<file path="src/rtl/dld_enc_pkg.sv">
// Shared types and default sizing for the request priority encoder.
// Latency: n/a (types and constants only).
// Backpressure: n/a.
package dld_enc_pkg;

  localparam int CW_DEF = 4;
  localparam int N_DEF  = 1 << CW_DEF;

  typedef enum logic {
    IDLE    = 1'b0,
    PRESENT = 1'b1
  } state_t;

endpackage

</file>
<file path="src/rtl/prio_pick.sv">
// Combinational pick: first set bit of pend, searching downward from start with wrap.
// Latency: purely combinational, zero cycles.
// Backpressure: none; the caller decides when the result is consumed.
module prio_pick
  import dld_enc_pkg::*;
#(
  parameter int CW = CW_DEF,
  parameter int N  = N_DEF
) (
  input  logic [N-1:0]  pend,
  input  logic [CW-1:0] start,
  output logic [CW-1:0] idx,
  output logic          any
);

  logic [CW-1:0] cand;

  // Walk start, start-1, ... wrapping through 0 to N-1; the first set bit wins.
  // N is a power of two, so CW-bit subtraction gives the wrap for free.
  always_comb begin
    idx  = '0;
    any  = 1'b0;
    cand = start;
    for (int i = 0; i < N; i++) begin
      cand = start - CW'(i);
      if (!any && pend[cand]) begin
        idx = cand;
        any = 1'b1;
      end
    end
  end

endmodule

</file>
<file path="src/rtl/priority_encoder16x4.sv">
// Collects requests into a pending register and presents one encoded index at a time.
// Latency: a request captured at edge k is presented (valid=1) right after edge k.
// Backpressure: code/multi hold until ack; PRIO_ENC_ROUND_ROBIN_EN selects round-robin over fixed priority.
module priority_encoder16x4
  import dld_enc_pkg::*;
#(
  parameter int CW = CW_DEF,
  parameter int N  = N_DEF
) (
  input  logic          clk,
  input  logic          rst_n,
  input  logic          en,
  input  logic [N-1:0]  req,
  input  logic          ack,
  output logic [CW-1:0] code,
  output logic          valid,
  output logic          multi,
  output logic [N-1:0]  pending
);

  state_t        state_q;
  state_t        state_nxt;
  logic [N-1:0]  pend_q;
  logic [N-1:0]  pend_nxt;
  logic [N-1:0]  clr;
  logic [CW-1:0] code_q;
  logic          multi_q;
  logic          multi_nxt;
  logic          load;
  logic [CW-1:0] pick_start;
  logic [CW-1:0] pick_idx;
  logic          pick_any;

`ifdef PRIO_ENC_ROUND_ROBIN_EN
  logic [CW-1:0] last_q;

  // Remember the last granted index so the next search starts just below it.
  always_ff @(posedge clk or negedge rst_n) begin
    if (!rst_n) begin
      last_q <= '0;
    end else if (load) begin
      last_q <= pick_idx;
    end
  end

  // After reset last_q=0, so the first search starts at N-1.
  assign pick_start = last_q - CW'(1);
`else
  assign pick_start = CW'(N - 1);
`endif

  // Retire the acknowledged bit, then merge new requests; set wins over clear.
  always_comb begin
    clr = '0;
    if (state_q == PRESENT && ack) begin
      clr = N'(1) << code_q;
    end
    pend_nxt = pend_q & ~clr;
    if (en) begin
      pend_nxt = pend_nxt | req;
    end
  end

  assign multi_nxt = ($countones(pend_nxt) > 1);

  prio_pick #(
    .CW (CW),
    .N  (N)
  ) u_pick (
    .pend  (pend_nxt),
    .start (pick_start),
    .idx   (pick_idx),
    .any   (pick_any)
  );

  // FSM state register.
  always_ff @(posedge clk or negedge rst_n) begin
    if (!rst_n) begin
      state_q <= IDLE;
    end else begin
      state_q <= state_nxt;
    end
  end

  // Next state: load a new selection when idle with work, or when the current one is acked.
  always_comb begin
    state_nxt = state_q;
    load      = 1'b0;
    case (state_q)
      IDLE: begin
        if (pick_any) begin
          load      = 1'b1;
          state_nxt = PRESENT;
        end
      end
      PRESENT: begin
        if (ack) begin
          if (pick_any) begin
            load = 1'b1;
          end else begin
            state_nxt = IDLE;
          end
        end
      end
      default: state_nxt = IDLE;
    endcase
  end

  // Pending register and the presented code/multi, held stable between loads.
  always_ff @(posedge clk or negedge rst_n) begin
    if (!rst_n) begin
      pend_q  <= '0;
      code_q  <= '0;
      multi_q <= 1'b0;
    end else begin
      pend_q <= pend_nxt;
      if (load) begin
        code_q  <= pick_idx;
        multi_q <= multi_nxt;
      end else if (state_nxt == IDLE) begin
        code_q  <= '0;
        multi_q <= 1'b0;
      end
    end
  end

  // Outputs: everything reads zero outside PRESENT.
  always_comb begin
    valid   = (state_q == PRESENT);
    code    = valid ? code_q : '0;
    multi   = valid ? multi_q : 1'b0;
    pending = pend_q;
  end

endmodule

</file>
<file path="config.mk">
export PLATFORM = sky130hd
export DESIGN_NAME = priority_encoder16x4
export DESIGN_NICKNAME = d
export VERILOG_FILES = /design/src/rtl/dld_enc_pkg.sv /design/src/rtl/prio_pick.sv /design/src/rtl/priority_encoder16x4.sv
export SDC_FILE = /design/constraint.sdc
export NUM_CORES = 1
export LEC_CHECK = 0
export CORE_ASPECT_RATIO = 0.5
export CORE_MARGIN = 2
export CORE_UTILIZATION = 42
export CTS_CLUSTER_SIZE = 40
export DETAILED_ROUTE_END_ITERATION = 8
export PLACE_DENSITY = 0.73
export SYNTH_ARGS = -nofsm -noshare
export SYNTH_HDL_FRONTEND = slang
export SYNTH_SLANG_ARGS = --single-unit
</file>
<file path="constraint.sdc">
create_clock -name clk -period 4.2 [get_ports clk]
set_clock_uncertainty 0.1 [all_clocks]
set_input_delay 0.63 -clock clk [delete_from_list [all_inputs] [get_ports clk]]
set_output_delay 0.63 -clock clk [all_outputs]
set_load 0.01 [all_outputs]
</file>
==> flow_metrics.env, run 1 <==
export IMPL_dpl_hpwl_mm=4.02
export IMPL_setup_viol=1
export IMPL_antenna_left=0
export IMPL_cts_max_level=1
export IMPL_port_buffers=41
export IMPL_r2r_cells=17
export IMPL_yosysUniqueCellTypes=48
export IMPL_dr_pass1_iters=4
export IMPL_synth_edf_count=0
export IMPL_synthToLayoutAreaGrowth_pct=61.7
export IMPL_chipWidth_um=92.5
export IMPL_path_common_cell="fa_1"
export IMPL_crit_chain="nand2_1, buf_4, o21ai_1, nand2_1, fa_1, inv_2, fa_1, fa_1, fa_1, inv_1, ha_2, inv_2, fa_2, a211oi_2, mux2_4, a41oi_2, o31a_1"
export IMPL_syn_area_per_cell_um2=9.46
export IMPL_grtUsageMet3_pct=4.79
export IMPL_synth_top_area_share_pct=33.5
export IMPL_yosys_warnings=0
export IMPL_path_max_fanout=4
export IMPL_cts_root_buf="clkbuf_8"
export IMPL_seqCellArea_um2=551
export IMPL_drive_above_1_share_pct=32.5
export IMPL_numClockSinks=22
export IMPL_synth_area_leaders="dfrtp_1 (33%), fa_1 (12%), inv_1 (5.7%)"
export IMPL_cts_buffers=3
export IMPL_ir_drop_mv=0.228
export IMPL_grt_busiest_layer="met2"
export IMPL_yosysSeqAreaShare_pct=33.5
export IMPL_synth_most_common_cell="inv_1"
export IMPL_synth_ff_type="dfrtp_1"
export IMPL_diodes=0
export IMPL_worst_slew_pin_slew_ps=1050
export IMPL_drt_initial_drc_count=83
export IMPL_synth_top_family_by_area="simple AND/OR/NAND/NOR gates"
export IMPL_cts_buffer_depth=2
export IMPL_fmax_mhz=221
export IMPL_rr_endpoint="multi_q"
export IMPL_synthMuxAreaShare_pct=1.29
export IMPL_die_h_um=48.3
export IMPL_clk_latency_ps=270
export IMPL_hold_start="pending[13]"
export IMPL_wl_mm=5.42
export IMPL_cts_tree="done"
export IMPL_place_gp_congestion=0.902
export IMPL_yosys_area_share_simple_pct=21.0
export IMPL_outcome="complete, but fails checks"
export IMPL_synth_top_cell_by_area="dfrtp_1"
export IMPL_grt_ovfl_total=0
export IMPL_ys_ff_latch=22
export IMPL_start_kind="flip-flop"
export IMPL_cp_required_ps=4250
export IMPL_power_total_mw=0.798
export IMPL_coreArea_mm2=0.00382
export IMPL_syn_nets=209
export IMPL_grt_pass1_vias=1665
export IMPL_start_util_pct=43.0
export IMPL_num_vias=1741
export IMPL_fin_ws_ps=-331
export IMPL_slew_viol_final=0
export IMPL_violations="setup timing"
export IMPL_grt_pass1_wl_mm=8.17
export IMPL_viasPerCell=5.36
export IMPL_gr_usage_met2_pct=45.7
export IMPL_multiInputGateArea_mm2=0.00106
export IMPL_path_class="flip-flop to flip-flop"
export IMPL_io_pins=42
export IMPL_powerDensity_mw_per_mm2=300
export IMPL_synth_compound_area_share_pct=20.6
export IMPL_num_nets_final=307
export IMPL_antenna_found_initial=0
export IMPL_track_usage_pct=24.8
export IMPL_relSlewSlack_pct=30.0
export IMPL_drv_cap=0
export IMPL_fillers=296
export IMPL_period_share_pct=108
export IMPL_clk_pin_slew_ps=90
export IMPL_post_dp_cell_area_mm2=0.00245
export IMPL_holdPathEnd="pending[13]"
export IMPL_p_leak_nw=1.15
export IMPL_synth_adder_area_share_pct=16.0
export IMPL_endpoint_kind="flip-flop"
export IMPL_min_period_ps=4530
export IMPL_fp_dieArea_mm2=0.00446
export IMPL_synth_xor_area_share_pct=0
export IMPL_grt_max_degree=23
export IMPL_netlist_top_cells_count="inv_1 (25), dfrtp_1 (22), nand2_1 (14)"
export IMPL_reg2reg_from="code_q[0]"
export IMPL_hold_class="flip-flop to flip-flop"
export IMPL_async_flop_share_pct=100
export IMPL_synthCells=174
export IMPL_grt_setup_unrepaired="true"
export IMPL_grtUsageMet1_pct=32.5
export IMPL_drc_errors=0
export IMPL_row_count=16
export IMPL_holdBufCountCts=0
export IMPL_whs_path_depth=2
export IMPL_hold_viol_final=0
export IMPL_cp_slowest_cell="fa_1"
export IMPL_design_area_mm2=0.00266
export IMPL_synth_area_mm2=0.00165
export IMPL_cp_arrival_ps=4590
export IMPL_r2r_slack_ps=-330
export IMPL_slowest_delay_ps=570
export IMPL_wire_per_inst_um=16.7
-- layout by cell type (no fill, tap or decap), drive strengths merged, types with 2 or more instances in the layout --
cell type,n
a211oi,3
dfrtp,22
and4bb,2
nand4b,2
a21oi,6
clkbuf,3
a22o,3
o211ai,4
dlygate4sd2,6
buf,59
nor2b,2
a31oi,2
nand2b,4
nand4,2
nor2,10
inv,25
o21ai,9
a22oi,7
nand2,14
a21boi,2
clkdlybuf4s50,33
o21a,4
and2,8
ha,5
fa,10
nand3,4
-- per-layer routing --
| metal | up-vias | routed length (µm) |
|---|---|---|
| li1 | 804 | - |
| met2 | 63 | 2540 |
| met5 | - | 0 |
| met1 | 861 | 2490 |
| met4 | 0 | 91 |
| met3 | 13 | 303 |
-- sequential cells by signal (all words and copies together), names as in the netlist --
signal / count
code_q: 4
multi_q: 1
pending: 16
valid: 1
-- critical path, delay by kind of cell, from the launching register on --
family	cells	cell delay [ps]
AOI/OAI and AO/OA	4	540
adders and majority gates	6	2560
buffers and inverters	4	320
DFF	1	480
muxes	1	170
and+or+nand+nor	2	240
-- where the power goes --
group          total (mW)  internal [mW]  switching, mW
Combinational       0.360          0.194          0.166
Clock               0.202          0.127         0.0742
Sequential          0.236          0.223         0.0137
Total               0.798          0.544          0.254
-- cells by family (layout without fill, tap and decap cells) --
kind of cell | count (synthesis) | in the layout
buffers and inverters | 30 | 127
AOI/OAI and AO/OA | 48 | 48
adders and majority gates | 15 | 15
muxes | 2 | 2
DFF | 22 | 22
and+or+nand+nor | 57 | 57
-- layout make-up --
class                           count  share of cell area, %
Clock buffer                        3                   1.55
Clock inverter                      1                   1.13
Timing Repair Buffer               98                   30.8
Tap cell                           54                   2.54
Sequential cell                    22                   20.7
Inverter                           25                   3.53
Multi-Input combinational cell    122                   39.7
-- worst max-delay path by stage --
stage	from	to	slack, ps
after floorplan	en	multi_q	-260
final	code_q[0]	multi_q	-330
after CTS	code_q[3]	multi_q	-330
after detailed placement	ack	multi_q	-990
after global placement	ack	multi_q	-910
after global routing	code_q[1]	multi_q	-410
-- per-stage QoR --
stage | setup WS, ps | cells | setup TNS (ps) | utilization (%) | hold slack, ps
after CTS | -328 | 323 | -328 | 69.1 | 501
after global placement | -912 | 304 | -912 | 64.0 | 485
after global routing | -408 | 325 | -408 | 69.6 | 551
final | -331 | 325 | -331 | 69.6 | 508
after floorplan | -261 | 174 | -261 | - | 234
after detailed placement | -986 | 304 | -986 | 64.0 | 497
-- timing repair --
action	CTS	global route
setup endpoints to repair	1	1
buffers inserted	15	2
pin swaps	17	6
gates resized for setup	24	2
Power figures use the tool's default switching activity.
==> run 2, diff against run 1 <==
--- a/config.mk
+++ b/config.mk
@@ -10,6 +10,7 @@
 export CORE_UTILIZATION = 42
 export CTS_CLUSTER_SIZE = 40
 export DETAILED_ROUTE_END_ITERATION = 8
+export GPL_ROUTABILITY_DRIVEN = 0
 export PLACE_DENSITY = 0.73
 export SYNTH_ARGS = -nofsm -noshare
 export SYNTH_HDL_FRONTEND = slang
==> results of run 2 <==
No change in the layout: final DEF, timing and power equal those of run 1.
==> run 3, diff against run 2 <==
--- a/config.mk
+++ b/config.mk
@@ -10,8 +10,10 @@
 export CORE_UTILIZATION = 42
 export CTS_CLUSTER_SIZE = 40
 export DETAILED_ROUTE_END_ITERATION = 8
+export DONT_BUFFER_PORTS = 1
 export GPL_ROUTABILITY_DRIVEN = 0
-export PLACE_DENSITY = 0.73
+export SKIP_LAST_GASP = 1
+export SLEW_MARGIN = 10
 export SYNTH_ARGS = -nofsm -noshare
 export SYNTH_HDL_FRONTEND = slang
 export SYNTH_SLANG_ARGS = --single-unit
==> flow_metrics.env, run 3 (same netlist as run 1, synthesis figures left out) <==
export IMPL_ir_drop_mv=0.122
export IMPL_grt_setup_unrepaired="true"
export IMPL_clk_latency_ps=270
export IMPL_fin_util_pct=54.9
export IMPL_met2_length_mm=2.12
export IMPL_wl_met1_mm=2.23
export IMPL_min_period_ps=4480
export IMPL_rr_endpoint="multi_q"
export IMPL_io_pins=42
export IMPL_r2r_cells=16
export IMPL_most_common_layout_cells="buf_4 (37), inv_1 (24), dfrtp_1 (20)"
export IMPL_powerDensity_mw_per_mm2=330
export IMPL_start_util_pct=43.0
export IMPL_p_leak_nw=0.870
export IMPL_synthToLayoutAreaGrowth_pct=27.7
export IMPL_violations="setup timing"
export IMPL_track_usage_pct=22.8
export IMPL_viasPerCell=5.58
export IMPL_chipWidth_um=92.5
export IMPL_grt_pass1_vias=1443
export IMPL_dpl_hpwl_mm=3.61
export IMPL_coreArea_mm2=0.00382
export IMPL_antenna_left=0
export IMPL_crit_end="multi_q"
export IMPL_slowest_delay_ps=550
export IMPL_cpLargestDelayFamily="adder cells"
export IMPL_r2r_slack_ps=-280
export IMPL_grt_max_degree=23
export IMPL_setup_viol=1
export IMPL_fp_dieArea_mm2=0.00446
export IMPL_cts_buffer_depth=2
export IMPL_cp_required_ps=4260
export IMPL_hold_class="input port to flip-flop"
export IMPL_path_class="flip-flop to flip-flop"
export IMPL_drt_initial_drc_count=62
export IMPL_start_kind="flip-flop"
export IMPL_wl_mm=4.67
export IMPL_largest_reg_flops=16
export IMPL_cp_startpoint="code_q[2]"
export IMPL_drv_cap=0
export IMPL_port_buffers=0
export IMPL_dr_pass1_iters=4
export IMPL_outcome="complete, but fails checks"
export IMPL_path_common_cell="fa_1"
export IMPL_routed_top_layer="met4"
export IMPL_hold_viol_final=0
export IMPL_period_share_pct=107
export IMPL_row_count=16
export IMPL_cts_tree="done"
export IMPL_antenna_found_initial=0
export IMPL_numClockSinks=22
export IMPL_slew_viol_final=0
export IMPL_cts_max_level=1
export IMPL_fmax_mhz=223
export IMPL_drc_errors=0
export IMPL_num_nets_final=247
export IMPL_cp_buffers_inverters=4
export IMPL_holdWs_ps=463
export IMPL_endpoint_kind="flip-flop"
export IMPL_relSlewSlack_pct=29.9
export IMPL_grt_pass1_wl_mm=7.48
export IMPL_reg2reg_from="code_q[2]"
export IMPL_wl_met3_um=288
export IMPL_grt_ovfl_total=0
export IMPL_fin_ws_ps=-284
export IMPL_crit_cells=16
export IMPL_clk_pin_slew_ps=80
export IMPL_diodes=0
export IMPL_final_common_cell="buf_4"
export IMPL_num_vias=1479
export IMPL_cts_buffers=3
export IMPL_drive_above_1_share_pct=29.4
export IMPL_path_max_fanout=6
export IMPL_crit_chain="nand4b_1, buf_4, a21oi_1, buf_4, fa_1, fa_1, fa_1, fa_1, inv_1, ha_2, inv_2, fa_2, a211oi_2, mux2_4, a41oi_2, o31a_1"
export IMPL_cts_root_buf="clkbuf_8"
export IMPL_place_ws_ps=-416
export IMPL_wire_per_inst_um=17.6
export IMPL_cp_arrival_ps=4550
export IMPL_die_h_um=48.3
export IMPL_cp_slowest_cell="fa_1"
export IMPL_worst_slew_pin_slew_ps=1050
-- run 3: cell count changes in the layout (fill, tap and decap cells not counted), sizes merged --
cell,delta
dlygate4sd3,+1
dlygate4sd2,-6
clkbuf,+1
clkdlybuf4s50,-33
buf,-22
bufinv,-1
-- run 3: worst register-to-register path, delay by kind of cell, from the launching register on --
| kind | cells | cell delay [ps] |
|---|---|---|
| compound gates | 4 | 510 |
| buf+inv | 4 | 470 |
| mux | 1 | 180 |
| flops | 1 | 440 |
| fa+ha+maj | 6 | 2450 |
| simple gates | 1 | 230 |
-- run 3: stage by stage --
step	area, µm²	setup TNS, ps	total power, mW	instances
floorplan	1720	-261	0.429	174
global placement	1980	-312	0.502	255
detailed placement	1980	-416	0.513	255
CTS	2080	-309	0.688	264
global route	2100	-481	0.742	265
finish	2100	-284	0.694	265
-- run 3: layout make-up --
type                            count  area [µm²]
Clock buffer                        4        55.1
Multi-Input combinational cell    122        1040
Fill cell                         345        1720
Sequential cell                    22         553
Inverter                           25        93.8
Timing Repair Buffer               38         288
Tap cell                           54        67.6
-- run 3: timing repair --
action,4_1_cts,5_1_grt
resized for setup,2,5
buffers inserted,4,1
hold endpoints to repair,22,0
setup endpoints to repair,1,1
pin swaps,6,3
hold buffers,1,0
cloned,0,0
-- run 3: where the power goes --
part | total (mW) | internal [mW] | switching [mW]
clock | 0.157 | 0.0838 | 0.0735
sequential | 0.239 | 0.223 | 0.0161
combinational | 0.298 | 0.149 | 0.149
total | 0.694 | 0.455 | 0.238
-- run 3: worst min path at each step --
stage / from / endpoint / cells after the start
final: req[6] / pending[6] / 2
after global routing: req[6] / pending[6] / 2
after CTS: en / pending[15] / 2
after detailed placement: rst_n / pending[4] / 0
after global placement: rst_n / pending[4] / 0
after floorplan: rst_n / code_q[0] / 0
-- run 3: metal layers --
| metal | vias to the layer above | GRT usage (%) |
|---|---|---|
| li1 | 692 | - |
| met1 | 742 | 32.1 |
| met2 | 41 | 37.7 |
| met3 | 4 | 5.41 |
| met4 | 0 | 3.88 |
| met5 | - | 0 |
